## config.mk

```make
export PLATFORM = sky130hd
export DESIGN_NAME = miriscv_dmem_arb_flat
export DESIGN_NICKNAME = d
export VERILOG_FILES = /design/src/rtl/miriscv_dmem_arb_if.sv /design/src/rtl/miriscv_dmem_arb.sv /design/src/flat_wrapper.sv
export SDC_FILE = /design/constraint.sdc
export NUM_CORES = 1
export LEC_CHECK = 0
export CORE_AREA = 2 2 120 122
export DETAILED_ROUTE_END_ITERATION = 16
export DIE_AREA = 0 0 122 124
export PLACE_DENSITY_LB_ADDON = 0.25
export SKIP_CTS_REPAIR_TIMING = 1
export SLEW_MARGIN = 20
export SYNTH_ARGS = -nofsm -noshare
export SYNTH_HDL_FRONTEND = slang
export SYNTH_SLANG_ARGS = --single-unit
```

## constraint.sdc

```tcl
create_clock -name clk_i -period 4.9 [get_ports clk_i]
set_input_delay 1.47 -clock clk_i [delete_from_list [all_inputs] [get_ports clk_i]]
set_output_delay 1.47 -clock clk_i [all_outputs]
set_load 0.005 [all_outputs]
```

## src/rtl/miriscv_dmem_arb_if.sv

```systemverilog
`default_nettype none
// ============================================================================
// miriscv_dmem_arb_if : bus bundle for the two-master data-memory arbiter
// Revision: 1.0
// ============================================================================
interface miriscv_dmem_arb_if;
  logic        m0_req_i;
  logic        m0_we_i;
  logic [3:0]  m0_be_i;
  logic [31:0] m0_addr_i;
  logic [31:0] m0_wdata_i;
  logic        m0_gnt_o;
  logic        m0_rvalid_o;
  logic [31:0] m0_rdata_o;

  logic        m1_req_i;
  logic        m1_we_i;
  logic [3:0]  m1_be_i;
  logic [31:0] m1_addr_i;
  logic [31:0] m1_wdata_i;
  logic        m1_gnt_o;
  logic        m1_rvalid_o;
  logic [31:0] m1_rdata_o;

  logic        mem_ready_i;
  logic        mem_req_o;
  logic        mem_we_o;
  logic [3:0]  mem_be_o;
  logic [31:0] mem_addr_o;
  logic [31:0] mem_wdata_o;
  logic [31:0] mem_rdata_i;

  // Environment side: both requesting masters plus the data RAM.
  modport master (
    output m0_req_i, m0_we_i, m0_be_i, m0_addr_i, m0_wdata_i,
    input  m0_gnt_o, m0_rvalid_o, m0_rdata_o,
    output m1_req_i, m1_we_i, m1_be_i, m1_addr_i, m1_wdata_i,
    input  m1_gnt_o, m1_rvalid_o, m1_rdata_o,
    output mem_ready_i, mem_rdata_i,
    input  mem_req_o, mem_we_o, mem_be_o, mem_addr_o, mem_wdata_o
  );

  modport slave (
    input  m0_req_i, m0_we_i, m0_be_i, m0_addr_i, m0_wdata_i,
    output m0_gnt_o, m0_rvalid_o, m0_rdata_o,
    input  m1_req_i, m1_we_i, m1_be_i, m1_addr_i, m1_wdata_i,
    output m1_gnt_o, m1_rvalid_o, m1_rdata_o,
    input  mem_ready_i, mem_rdata_i,
    output mem_req_o, mem_we_o, mem_be_o, mem_addr_o, mem_wdata_o
  );
endinterface
`default_nettype wire

```

## src/rtl/miriscv_dmem_arb.sv

```systemverilog
`default_nettype none
// ============================================================================
// miriscv_dmem_arb : shares one data-memory port between LSU (m0) and DMA (m1)
// Revision: 1.0
// ============================================================================
module miriscv_dmem_arb #(
  parameter int unsigned PRIO_MODE  = 0,
  parameter int unsigned STARVE_MAX = 8
) (
  input wire clk_i,
  input wire resetn_i,
  miriscv_dmem_arb_if.slave bus
);

  localparam logic [7:0] c_starve_max = 8'(STARVE_MAX);

  logic       r_rr;
  logic [7:0] r_starve;
  logic       r_rsp_valid;
  logic       r_rsp_owner;

  logic w_req;
  logic w_win;
  logic w_accept;
  logic w_gnt1;

  always_comb begin
    w_win = bus.m1_req_i;
    if (bus.m0_req_i && bus.m1_req_i) begin
      if (PRIO_MODE == 0) begin
        w_win = r_rr;
      end else begin
        w_win = (r_starve == c_starve_max);
      end
    end
  end

  assign w_req    = bus.m0_req_i | bus.m1_req_i;
  assign w_accept = w_req & bus.mem_ready_i;
  assign w_gnt1   = w_accept & w_win;

  assign bus.m0_gnt_o = w_accept & ~w_win;
  assign bus.m1_gnt_o = w_gnt1;

  // Payload follows the winner even while memory stalls.
  assign bus.mem_req_o   = w_req;
  assign bus.mem_we_o    = w_req & (w_win ? bus.m1_we_i : bus.m0_we_i);
  assign bus.mem_be_o    = w_req ? (w_win ? bus.m1_be_i : bus.m0_be_i) : 4'b0000;
  assign bus.mem_addr_o  = w_win ? bus.m1_addr_i  : bus.m0_addr_i;
  assign bus.mem_wdata_o = w_win ? bus.m1_wdata_i : bus.m0_wdata_i;

  assign bus.m0_rvalid_o = r_rsp_valid & ~r_rsp_owner;
  assign bus.m1_rvalid_o = r_rsp_valid &  r_rsp_owner;
  assign bus.m0_rdata_o  = bus.m0_rvalid_o ? bus.mem_rdata_i : 32'h0;
  assign bus.m1_rdata_o  = bus.m1_rvalid_o ? bus.mem_rdata_i : 32'h0;

  always_ff @(posedge clk_i or negedge resetn_i) begin
    if (!resetn_i) begin
      r_rr        <= 1'b0;
      r_starve    <= 8'd0;
      r_rsp_valid <= 1'b0;
      r_rsp_owner <= 1'b0;
    end else begin
      if (w_accept) begin
        r_rr <= ~w_win;
      end
      // Counts refused m1 cycles, including memory stalls.
      if (PRIO_MODE != 0) begin
        if (!bus.m1_req_i || w_gnt1) begin
          r_starve <= 8'd0;
        end else if (r_starve != c_starve_max) begin
          r_starve <= r_starve + 8'd1;
        end
      end
      r_rsp_valid <= w_accept;
      r_rsp_owner <= w_win;
    end
  end

endmodule
`default_nettype wire

```

## src/flat_wrapper.sv

```systemverilog
// flat-port wrapper written by rule: the top's interface ports become plain ports
module miriscv_dmem_arb_flat 
#(
  parameter int unsigned PRIO_MODE  = 0,
  parameter int unsigned STARVE_MAX = 8
)
  (clk_i, resetn_i, bus_m0_req_i, bus_m0_we_i, bus_m0_be_i, bus_m0_addr_i, bus_m0_wdata_i, bus_m0_gnt_o, bus_m0_rvalid_o, bus_m0_rdata_o, bus_m1_req_i, bus_m1_we_i, bus_m1_be_i, bus_m1_addr_i, bus_m1_wdata_i, bus_m1_gnt_o, bus_m1_rvalid_o, bus_m1_rdata_o, bus_mem_ready_i, bus_mem_rdata_i, bus_mem_req_o, bus_mem_we_o, bus_mem_be_o, bus_mem_addr_o, bus_mem_wdata_o);
  miriscv_dmem_arb_if bus_i ();
  input wire clk_i;
  input wire resetn_i;
  input wire logic [$bits(bus_i.m0_req_i)-1:0] bus_m0_req_i;
  input wire logic [$bits(bus_i.m0_we_i)-1:0] bus_m0_we_i;
  input wire logic [$bits(bus_i.m0_be_i)-1:0] bus_m0_be_i;
  input wire logic [$bits(bus_i.m0_addr_i)-1:0] bus_m0_addr_i;
  input wire logic [$bits(bus_i.m0_wdata_i)-1:0] bus_m0_wdata_i;
  output wire logic [$bits(bus_i.m0_gnt_o)-1:0] bus_m0_gnt_o;
  output wire logic [$bits(bus_i.m0_rvalid_o)-1:0] bus_m0_rvalid_o;
  output wire logic [$bits(bus_i.m0_rdata_o)-1:0] bus_m0_rdata_o;
  input wire logic [$bits(bus_i.m1_req_i)-1:0] bus_m1_req_i;
  input wire logic [$bits(bus_i.m1_we_i)-1:0] bus_m1_we_i;
  input wire logic [$bits(bus_i.m1_be_i)-1:0] bus_m1_be_i;
  input wire logic [$bits(bus_i.m1_addr_i)-1:0] bus_m1_addr_i;
  input wire logic [$bits(bus_i.m1_wdata_i)-1:0] bus_m1_wdata_i;
  output wire logic [$bits(bus_i.m1_gnt_o)-1:0] bus_m1_gnt_o;
  output wire logic [$bits(bus_i.m1_rvalid_o)-1:0] bus_m1_rvalid_o;
  output wire logic [$bits(bus_i.m1_rdata_o)-1:0] bus_m1_rdata_o;
  input wire logic [$bits(bus_i.mem_ready_i)-1:0] bus_mem_ready_i;
  input wire logic [$bits(bus_i.mem_rdata_i)-1:0] bus_mem_rdata_i;
  output wire logic [$bits(bus_i.mem_req_o)-1:0] bus_mem_req_o;
  output wire logic [$bits(bus_i.mem_we_o)-1:0] bus_mem_we_o;
  output wire logic [$bits(bus_i.mem_be_o)-1:0] bus_mem_be_o;
  output wire logic [$bits(bus_i.mem_addr_o)-1:0] bus_mem_addr_o;
  output wire logic [$bits(bus_i.mem_wdata_o)-1:0] bus_mem_wdata_o;
  assign bus_i.m0_req_i = bus_m0_req_i;
  assign bus_i.m0_we_i = bus_m0_we_i;
  assign bus_i.m0_be_i = bus_m0_be_i;
  assign bus_i.m0_addr_i = bus_m0_addr_i;
  assign bus_i.m0_wdata_i = bus_m0_wdata_i;
  assign bus_m0_gnt_o = bus_i.m0_gnt_o;
  assign bus_m0_rvalid_o = bus_i.m0_rvalid_o;
  assign bus_m0_rdata_o = bus_i.m0_rdata_o;
  assign bus_i.m1_req_i = bus_m1_req_i;
  assign bus_i.m1_we_i = bus_m1_we_i;
  assign bus_i.m1_be_i = bus_m1_be_i;
  assign bus_i.m1_addr_i = bus_m1_addr_i;
  assign bus_i.m1_wdata_i = bus_m1_wdata_i;
  assign bus_m1_gnt_o = bus_i.m1_gnt_o;
  assign bus_m1_rvalid_o = bus_i.m1_rvalid_o;
  assign bus_m1_rdata_o = bus_i.m1_rdata_o;
  assign bus_i.mem_ready_i = bus_mem_ready_i;
  assign bus_i.mem_rdata_i = bus_mem_rdata_i;
  assign bus_mem_req_o = bus_i.mem_req_o;
  assign bus_mem_we_o = bus_i.mem_we_o;
  assign bus_mem_be_o = bus_i.mem_be_o;
  assign bus_mem_addr_o = bus_i.mem_addr_o;
  assign bus_mem_wdata_o = bus_i.mem_wdata_o;
  miriscv_dmem_arb #(.PRIO_MODE(PRIO_MODE), .STARVE_MAX(STARVE_MAX)) u_core (.clk_i(clk_i), .resetn_i(resetn_i), .bus(bus_i));
endmodule
```

# After elaboration in Yosys (flattened, before gate mapping)
# Index checks and enable logic that the tools add are counted.
# op_classes
muxes	8
n_bitwise	9
reduce_logical	1
# ops
op	n
$mux W32	4
$mux W4	2
$and A1 B1 Y1	6
$mux W1	2
$not A1 Y1	2
$logic_and A1 B1 Y1	1
$or A1 B1 Y1	1
# totals
inputBits	175
register_bits	3
out_inout_bits	138
elab_cells	21

# Logic depth before layout (Yosys ltp)
# depth
ltp_word	4
ltp_mapped	5
ltp_nobuf	4

# Worst setup path before layout
# OpenSTA, ideal clock, no wires.
# synth_path
path_kind	in2out
from	input port bus_m0_req_i
to	output port bus_mem_addr_o[0]
arrival_time_ns	2.272
setup_slack_ns	1.158
t_required_ns	3.430
path_stages	5
n_path_buf	2
path_cell_list	inv_1 > o21ai_2 > buf_6 > buf_12 > mux2_4
# synth_between
elab_chain_len	3
# synth_rtl
element	line_no	source
start, declared	flat_wrapper.sv:11	input wire logic [$bits(bus_i.m0_req_i)-1:0] bus_m0_req_i;
$logic_and A1 B1 Y1	miriscv_dmem_arb.sv:29	if (bus.m0_req_i && bus.m1_req_i) begin
$mux W1	miriscv_dmem_arb.sv:29	
$mux W32	miriscv_dmem_arb.sv:49	assign bus.mem_addr_o = w_win ? bus.m1_addr_i : bus.m0_addr_i;
end, declared	flat_wrapper.sv:32	output wire logic [$bits(bus_i.mem_addr_o)-1:0] bus_mem_addr_o;
# No other way between the ends.

# Final worst setup path
# layout_path
from	input port bus_m0_req_i
to	output port bus_mem_wdata_o[12]
# layout_between
elab_chain_len	3
# layout_rtl
element	line_no	source
$logic_and A1 B1 Y1	miriscv_dmem_arb.sv:29	
$mux W1	miriscv_dmem_arb.sv:29	
$mux W32	miriscv_dmem_arb.sv:50	assign bus.mem_wdata_o = w_win ? bus.m1_wdata_i : bus.m0_wdata_i;
end, declared	flat_wrapper.sv:33	output wire logic [$bits(bus_i.mem_wdata_o)-1:0] bus_mem_wdata_o;
# No other way between the ends.

==> impl_metrics.py <==
metrics = {
    "grt": {
        "grt_max_degree": 35,
        "grt-ovfl-total": 0,
        "grt_pass1_wl_um": 14000,
        "grt_pass1_vias": 2637,
        "grt_use_total": 0.119,
        "antenna_found_initial": 0,
    },
    "floorplan": {
        "rows": 43,
        "die_area_mm2": 0.0151,
        "die_h_um": 124,
        "fp.coreArea_mm2": 0.0137,
        "io_pins": 313,
        "start_util": 0.121,
        "die_w_um": 122,
    },
    "clock_tree": {
        "clockRootBuffer": "clkbuf_16",
        "clock_latency_ns": 0.22,
        "clk_pin_slew_ns": 0.03,
        "clock_sink_count": 3,
        "cts_tree": "yes",
        "numCtsBuffers": 3,
        "h-tree-depth": 1,
        "clk_path_buf_depth": 2,
    },
    "critical_path": {
        "crit_fanout": 15,
        "crit_start": "bus_m0_req_i",
        "worstPathRequired_ns": 3.43,
        "regToRegEndpoint": "u_core.r_rsp_owner",
        "critical_path_class": "in2out",
        "timing.rr.start": "u_core.r_rr",
        "start_kind": "input pin",
        "cp.arrival_ns": 3.35,
        "r2r_slack_ns": 3.76,
        "endpoint_kind": "primary output",
        "r2r_cells": 3,
    },
    "synth": {
        "yosysSeqAreaShare": 0.0453,
        "syn_area_mm2": 0.00166,
        "synth_fp_nets": 341,
        "synth_seq_cells": 3,
        "syn_inst": 166,
        "synth_cell_types": 16,
        "syn_avg_cell_area_um2": 9.98,
        "synth_warnings": 0,
    },
    "finish": {
        "syn2layout_area_growth_pct": 209,
        "fillers": 1397,
        "final_common_cell": "clkdlybuf4s50_1",
        "final_area_mm2": 0.00512,
        "multi_input_area_mm2": 0.00143,
        "fin_util": 0.373,
        "layout_common_cells": "312 x clkdlybuf4s50_1, 50 x mux2_4, 35 x and2_1, 33 x and3_1, 15 x buf_4",
        "regArea_um2": 75.1,
        "final_cells": 665,
        "layout-drive-gt1-share": 0.181,
        "antenna_cells": 0,
        "nets": 661,
    },
    "power_and_ir_drop": {
        "ir_worst_vdd_mv": 0.0884,
        "pwr_density_cell_mw_per_mm2": 133,
        "p_leak_nw": 2.20,
    },
    "run": {
        "max_cap_violations": 0,
    },
    "detailed_routing": {
        "wl_per_cell_um": 15.3,
        "vias_per_cell": 3.77,
        "routed-via-count": 2505,
        "totalWireLength_um": 10200,
        "dr.pass1.iters": 2,
        "drt_iter0_drc": 44,
        "drc": 0,
        "antenna_left": 0,
    },
    "place": {
        "placed_area_mm2": 0.00500,
        "gp_congestion": 0.703,
        "portBuffers": 312,
        "placedCellCount": 656,
        "dp_hpwl_um": 8950,
    },
    "sta": {
        "slew_headroom": 0.413,
        "setup_viol": 0,
        "period_needed_ns": 4.82,
        "finalClockSkew_ns": 0.00379,
        "fmax_mhz": 207,
        "rsz0062_at_grt": "false",
        "finalHoldViolations": 0,
        "drv_slew": 0,
        "tightestPinTransition_ns": 0.881,
        "fin_crit_sh": 0.985,
        "setup-tns-final_ns": 0,
    },
    "min_path": {
        "hold_depth": 2,
        "hold_path.startpoint": "u_core.r_rr",
        "hold_end": "u_core.r_rr",
        "hp-class": "reg2reg",
    },
    "status": {
        "outcome": "finished clean",
    },
}
-- how the worst max path moves through the flow --
| stage | cells after the start | end | slack (ns) |
|---|---|---|---|
| final | 7 | bus_mem_wdata_o[12] | 0.08 |
| after global routing | 7 | bus_mem_addr_o[6] | 0.0007 |
| after CTS | 7 | bus_mem_addr_o[6] | 0.05 |
| after detailed placement | 7 | bus_mem_addr_o[6] | 0.05 |
| after global placement | 7 | bus_mem_addr_o[6] | 0.06 |
| after floorplan | 5 | bus_mem_addr_o[0] | 1.16 |
-- critical path: stages --
cell and delay (ns):
clkdlybuf4s50_1 0.49, inv_1 0.08, o21ai_4 0.19, buf_12 0.18
buf_4 0.16, mux2_4 0.30, clkdlybuf4s50_1 0.47
-- power by group --
group          switching, mW  total [mW]  internal (mW)
clock                 0.0224       0.130          0.107
sequential           0.00336      0.0312         0.0279
combinational          0.145       0.521          0.376
-- synthesized netlist by cell type (all sizes together) --
cell type | n | share of area
mux2 | 64 | 0.55
and2 | 35 | 0.13
and3 | 33 | 0.12
buf | 8 | 0.073
clkbuf | 8 | 0.018
a22o | 5 | 0.026
a21oi | 3 | 0.0091
dfrtp | 3 | 0.045
inv | 3 | 0.0068
and2b | 1 | 0.0045
nand2 | 1 | 0.0023
o21ai | 1 | 0.0053
or2 | 1 | 0.0038
-- per-stage QoR --
step | worst slack (ns) | hold slack [ns] | power (mW)
5_1_grt | 0.000690 | 0.670 | 0.723
3_5_place_dp | 0.0484 | 0.601 | 0.551
4_1_cts | 0.0462 | 0.608 | 0.685
6_report | 0.0756 | 0.609 | 0.682
2_1_floorplan | 1.16 | 0.542 | 0.216
3_3_place_gp | 0.0550 | 0.604 | 0.549
-- layer usage --
| layer | wire, um | track usage |
|---|---|---|
| met1 | 3340 | 0.121 |
| met2 | 5540 | 0.235 |
| met3 | 1180 | 0.0394 |
| met4 | 104 | 0.0244 |
| met5 | 0 | 0 |
-- state kept, by name, indices dropped and copies added, names as in the netlist --
| register | count |
|---|---|
| u_core.r_rsp_owner | 1 |
| u_core.r_rsp_valid | 1 |
| u_core.r_rr | 1 |
-- area by class of cell --
class,instances,share of cell area
Multi-Input combinational cell,144,0.278
Inverter,3,0.00220
Tap cell,180,0.0440
Timing Repair Buffer,331,0.645
Sequential cell,3,0.0147
Clock buffer,4,0.0154
-- cell families after synthesis --
logic type / Yosys count / share of synthesized area
DFF: 3 / 0.0453
buffers and inverters: 19 / 0.0982
AOI/OAI and AO/OA: 9 / 0.0408
muxes: 64 / 0.548
and+or+nand+nor: 71 / 0.267
Power figures use the tool's default switching activity.
